### config.mk
export PLATFORM = sky130hd
export DESIGN_NAME = multiaddr_fork_decode
export DESIGN_NICKNAME = d
export VERILOG_FILES = /design/src/rtl/multiaddr_fork_decode_pkg.sv /design/src/rtl/multiaddr_fork_decode_decode.sv /design/src/rtl/multiaddr_fork_decode.sv
export SDC_FILE = /design/constraint.sdc
export NUM_CORES = 1
export LEC_CHECK = 0
export ABC_AREA = 1
export BUFFER_PORTS_ARGS = -buffer_cell sky130_fd_sc_hd__buf_2
export CAP_MARGIN = 25
export CORE_AREA = 2 2 41 43
export CTS_CLUSTER_SIZE = 14
export DETAILED_ROUTE_END_ITERATION = 10
export DIE_AREA = 0 0 43 45
export PLACE_DENSITY = 0.77
export SLEW_MARGIN = 0
export SYNTH_ARGS = -nofsm -noshare
export SYNTH_HDL_FRONTEND = slang
export SYNTH_SLANG_ARGS = --single-unit
### constraint.sdc
create_clock -name clk_i -period 2.9 [get_ports clk_i]
set_input_delay 0 -clock clk_i [delete_from_list [all_inputs] [get_ports clk_i]]
set_output_delay 0 -clock clk_i [all_outputs]
set_load 0.01 [all_outputs]
### src/rtl/multiaddr_fork_decode_pkg.sv
// rtl/multiaddr_fork_decode_pkg.sv - FSM state type and single-rule decode helper.
package multiaddr_fork_pkg;

  typedef enum logic [1:0] {
    IDLE,
    FORK,
    ERROR
  } fork_state_e;

  // Callers zero-extend narrower addresses; the extra high bits always match.
  localparam int unsigned MaxAddrWidth = 64;
  typedef logic [MaxAddrWidth-1:0] wide_addr_t;

  typedef struct packed {
    logic       match;
    wide_addr_t addr;
    wide_addr_t mask;
  } rule_decode_t;

  function automatic rule_decode_t decode_rule(
    input wide_addr_t req_addr,
    input wide_addr_t req_mask,
    input wide_addr_t rule_addr,
    input wide_addr_t rule_mask
  );
    rule_decode_t res;
    res.match = &(req_mask | rule_mask | ~(req_addr ^ rule_addr));
    res.addr  = (~req_mask & req_addr) | (req_mask & rule_addr);
    res.mask  = req_mask & rule_mask;
    return res;
  endfunction

endpackage

### src/rtl/multiaddr_fork_decode_decode.sv
// rtl/multiaddr_fork_decode_decode.sv - combinational multi-address decoder (multiaddr_decode).
module multiaddr_decode
  import multiaddr_fork_pkg::*;
#(
  parameter int unsigned NoIndices = 32'd1,
  parameter int unsigned NoRules   = 32'd1,
  parameter type addr_t = logic,
  parameter type rule_t = struct packed {int unsigned idx; addr_t addr; addr_t mask;}
) (
  input  rule_t [NoRules-1:0]   addr_map_i,
  input  addr_t                 addr_i,
  input  addr_t                 mask_i,
  output logic  [NoIndices-1:0] select_o,
  output addr_t [NoIndices-1:0] addr_o,
  output addr_t [NoIndices-1:0] mask_o
);

  localparam int unsigned AW = $bits(addr_t);

  // Later rules overwrite earlier ones, so the highest matching rule per idx wins.
  always_comb begin
    rule_decode_t dec_hi_unused;
    dec_hi_unused = '0;
    select_o      = '0;
    addr_o        = '0;
    mask_o        = '0;
    for (int unsigned r = 0; r < NoRules; r++) begin
      dec_hi_unused = decode_rule(wide_addr_t'(addr_i), wide_addr_t'(mask_i),
                                  wide_addr_t'(addr_map_i[r].addr),
                                  wide_addr_t'(addr_map_i[r].mask));
      for (int unsigned k = 0; k < NoIndices; k++) begin
        if (dec_hi_unused.match && (addr_map_i[r].idx == k)) begin
          select_o[k] = 1'b1;
          addr_o[k]   = dec_hi_unused.addr[AW-1:0];
          mask_o[k]   = dec_hi_unused.mask[AW-1:0];
        end
      end
    end
  end

endmodule

### src/rtl/multiaddr_fork_decode.sv
// rtl/multiaddr_fork_decode.sv - registered multicast fork over a rule-map decode.
// Optional MULTIADDR_FORK_DECODE_BYPASS_EN: accept a new request on the last handshake cycle.
module multiaddr_fork_decode
  import multiaddr_fork_pkg::*;
#(
  parameter int unsigned NoIndices = 32'd1,
  parameter int unsigned NoRules   = 32'd1,
  parameter type addr_t    = logic,
  parameter type payload_t = logic,
  parameter type rule_t    = struct packed {int unsigned idx; addr_t addr; addr_t mask;}
) (
  input  logic                  clk_i,
  input  logic                  rst_i,
  input  rule_t [NoRules-1:0]   addr_map_i,
  input  logic                  req_valid_i,
  output logic                  req_ready_o,
  input  addr_t                 req_addr_i,
  input  addr_t                 req_mask_i,
  input  payload_t              req_data_i,
  output logic  [NoIndices-1:0] mst_valid_o,
  input  logic  [NoIndices-1:0] mst_ready_i,
  output addr_t [NoIndices-1:0] mst_addr_o,
  output addr_t [NoIndices-1:0] mst_mask_o,
  output payload_t              mst_data_o,
  output logic                  err_valid_o,
  input  logic                  err_ready_i,
  output logic                  busy_o
);

  fork_state_e           state_q;
  logic  [NoIndices-1:0] pending_q, pending_d;
  addr_t [NoIndices-1:0] addr_q, mask_q;
  payload_t              data_q;

  logic  [NoIndices-1:0] dec_select;
  addr_t [NoIndices-1:0] dec_addr, dec_mask;
  logic                  req_accept;

  multiaddr_decode #(
    .NoIndices(NoIndices),
    .NoRules  (NoRules),
    .addr_t   (addr_t),
    .rule_t   (rule_t)
  ) i_decode (
    .addr_map_i(addr_map_i),
    .addr_i    (req_addr_i),
    .mask_i    (req_mask_i),
    .select_o  (dec_select),
    .addr_o    (dec_addr),
    .mask_o    (dec_mask)
  );

  assign pending_d  = pending_q & ~mst_ready_i;
  assign req_accept = req_valid_i & req_ready_o;

  always_comb begin
    req_ready_o = 1'b0;
    case (state_q)
      IDLE:    req_ready_o = 1'b1;
`ifdef MULTIADDR_FORK_DECODE_BYPASS_EN
      FORK:    req_ready_o = (pending_d == '0);
      ERROR:   req_ready_o = err_ready_i;
`endif
      default: req_ready_o = 1'b0;
    endcase
    if (rst_i) req_ready_o = 1'b0;
  end

  // An accept always reloads everything; with bypass it can land while FORK/ERROR retires.
  always_ff @(posedge clk_i) begin
    if (rst_i) begin
      state_q   <= IDLE;
      pending_q <= '0;
      addr_q    <= '0;
      mask_q    <= '0;
      data_q    <= '0;
    end else if (req_accept) begin
      pending_q <= dec_select;
      data_q    <= req_data_i;
      state_q   <= (dec_select != '0) ? FORK : ERROR;
      for (int unsigned k = 0; k < NoIndices; k++) begin
        if (dec_select[k]) begin
          addr_q[k] <= dec_addr[k];
          mask_q[k] <= dec_mask[k];
        end
      end
    end else begin
      case (state_q)
        FORK: begin
          pending_q <= pending_d;
          if (pending_d == '0) state_q <= IDLE;
        end
        ERROR: if (err_ready_i) state_q <= IDLE;
        default: ;
      endcase
    end
  end

  assign mst_valid_o = rst_i ? '0 : pending_q;
  assign err_valid_o = ~rst_i & (state_q == ERROR);
  assign busy_o      = ~rst_i & (state_q != IDLE);
  assign mst_addr_o  = addr_q;
  assign mst_mask_o  = mask_q;
  assign mst_data_o  = data_q;

endmodule

==> results.sh <==
export IMPL_gp_congestion=0.7441
export IMPL_diodes=0
export IMPL_grt_usage=0.1521
export IMPL_final_common_cell="buf_2"
export IMPL_critPathLaunchType="flip-flop"
export IMPL_yosys_area_top_type_share=0.2341
export IMPL_ctsLongestPathBuffers=2
export IMPL_drtAntennaViolNets=0
export IMPL_cts_root_buf="clkbuf_4"
export IMPL_rows=14
export IMPL_synth_fp_nets=132
export IMPL_cts_tree="yes"
export IMPL_synth_area_um2=513.0
export IMPL_yosys_warnings=0
export IMPL_min_from="rst_i"
export IMPL_grt_pass1_wl_um=2290
export IMPL_skew_ns=0.004684
export IMPL_setup_worst_path_class="reg -> reg"
export IMPL_rsz0062_at_grt="false"
export IMPL_yosysUniqueCellTypes=18
export IMPL_core_area_um2=1471
export IMPL_initial_core_util=0.3486
export IMPL_nNetsFinal=185
export IMPL_peakVddDrop_mv=0.1239
export IMPL_die_w_um=43
export IMPL_area_delta_synth_final_pct=54.15
export IMPL_port_buffer_count=48
export IMPL_drt_pass1_iter_count=4
export IMPL_setup_viol=0
export IMPL_finalPower_mw=0.2168
export IMPL_cts_sinks=6
export IMPL_power_density_nw_per_um2=274.2
export IMPL_drv_slew=0
export IMPL_status="finished, final reports clean"
export IMPL_instances_no_fill=157
export IMPL_clk_pin_slew_worst_paths_ns=0.05
export IMPL_antenna_found_initial=0
export IMPL_fin_crit_sh=0.3681
export IMPL_crit_arrival_ns=1.20
export IMPL_hold_ws_ns=0.01861
export IMPL_ctsHtreeMaxLevel=1
export IMPL_end_kind="flip-flop"
export IMPL_cts_buffers=3
export IMPL_grt_max_degree=10
export IMPL_final_cell_area_um2=790.8
export IMPL_syn_inst=90
export IMPL_ios=49
export IMPL_drive_gt1_frac=0.4184
export IMPL_wire_per_inst_um=7.815
export IMPL_drt_iter0_drc=1
export IMPL_ys_seq_elements=6
export IMPL_cts_setup_buffers=0
export IMPL_hold_path_class="in -> reg"
export IMPL_fin_crit_ns=1.068
export IMPL_reg2reg_slack_ns=1.83
export IMPL_crit_path_start="state_q[0]$_SDFFE_PP0P_"
export IMPL_worstReg2RegStart="state_q[0]$_SDFFE_PP0P_"
export IMPL_die_h_um=45
export IMPL_vias=690
export IMPL_fin_setup_tns_ns=0
export IMPL_drt_total_wl_um=1227
export IMPL_postSynthAreaPerCell_um2=5.700
export IMPL_die_area_um2=1935
export IMPL_finalHoldViolations=0
export IMPL_cap_violations=0
export IMPL_placed_cells=153
export IMPL_grt_pass1_vias=639
export IMPL_grt_overflow=0
export IMPL_hpwlAfterDp_um=1074
export IMPL_via_per_inst=4.395
export IMPL_clock_latency_ns=0.24
export IMPL_slew_headroom=0.9063
export IMPL_max_clock_freq_mhz=936.7
export IMPL_yosys_area_top_type="dfxtp_1"
export IMPL_final_cell_mix="48 x buf_2, 23 x nor2_1, 23 x nand2_1"
export IMPL_endpoint="mst_addr_o$_SDFFE_PP0P_"
export IMPL_leakage_nw=0.4483
export IMPL_drcViolationCount=0
export IMPL_r2r_end="mst_addr_o$_SDFFE_PP0P_"
export IMPL_worstPathMaxFanout=9
export IMPL_yosysSeqAreaShare=0.2341
export IMPL_placed_area_um2=758.2
export IMPL_critPathRequiredTime_ns=3.03
export IMPL_r2r_cells=5
export IMPL_synth_area_leaders="dfxtp_1 23%, nand2_1 17%, nor2_1 17%"
export IMPL_worstMarginPinSlew_ns=0.1367
-- kinds of logic after synthesis --
group	share of synthesized area
AOI/OAI and AO/OA	0.1049
buffers and inverters	0.1390
DFF	0.2342
muxes	0.01951
and+or+nand+nor	0.5024
-- cell usage after synthesis --
cell type  number
o21ai_2         1
o21ai_0         3
nor2_4          1
nor2_2          1
nand4_1         2
nor3_2          1
nor2_1         23
mux2i_1         1
and2_4          1
nor3_1          1
inv_1          15
nand2_2         1
nand3_2         2
buf_8           1
dfxtp_1         6
nand2_1        23
a21oi_1         6
nand3_1         1
-- routing by layer --
| layer | global-route usage | vias up | share of wire |
|---|---|---|---|
| met5 | 0 | - | 0 |
| met4 | 0.01818 | 0 | 0 |
| met3 | 0.03600 | 0 | 0.10 |
| met2 | 0.3061 | 32 | 0.51 |
| met1 | 0.1659 | 279 | 0.39 |
| li1 | - | 379 | - |
-- cell type report --
class	count	area [µm²]
flip-flops and latches	6	120.1
inverters	15	56.30
fillers	162	680.7
clock buffers	3	22.52
multi-input cells	68	321.6
repair buffers	49	250.2
well taps	16	20.02
-- state kept, by name, indices dropped and copies added, names as in the netlist --
signal,count
state_q,2
mst_addr_o,1
mst_data_o,1
mst_mask_o,1
pending_q,1
-- where the power goes --
part           switching (mW)  internal, mW  total [mW]
Clock                  0.0276        0.0466      0.0743
Sequential            0.00114        0.0846      0.0858
Combinational          0.0252        0.0316      0.0568
Total                  0.0540         0.163       0.217
-- worst max-delay path, cell delays in order, from the launching register on --
cell,delay [ns]
dfxtp_1,0.34
nor3_2,0.19
and2_4,0.23
nand4_1,0.10
nand2_1,0.07
nor2_1,0.04
-- worst min-delay path by stage --
stage	end	slack, ns	cells past startpoint
after floorplan	req_ready_o	0.03	1
after global placement	mst_data_o$_SDFFE_PP0P_	0.21	3
final	state_q[1]$_SDFFE_PP0P_	0.02	2
after detailed placement	mst_data_o$_SDFFE_PP0P_	0.23	3
after global routing	state_q[1]$_SDFFE_PP0P_	0.04	2
after CTS	state_q[1]$_SDFFE_PP0P_	0.02	2
-- per-stage QoR --
| step | worst slack (ns) | utilization |
|---|---|---|
| 3_5_place_dp | 1.841 | 0.5153 |
| 4_1_cts | 1.830 | 0.5374 |
| 3_3_place_gp | 1.882 | 0.5153 |
| 6_report | 1.832 | 0.5374 |
| 2_1_floorplan | 1.740 | - |
| 5_1_grt | 1.693 | 0.5374 |
-- timing repair --
action	in CTS	in global routing
hold endpoints to repair	1	0
resized for setup	0	0
hold buffers	1	0
No activity file was read; power rests on OpenSTA's default activity.
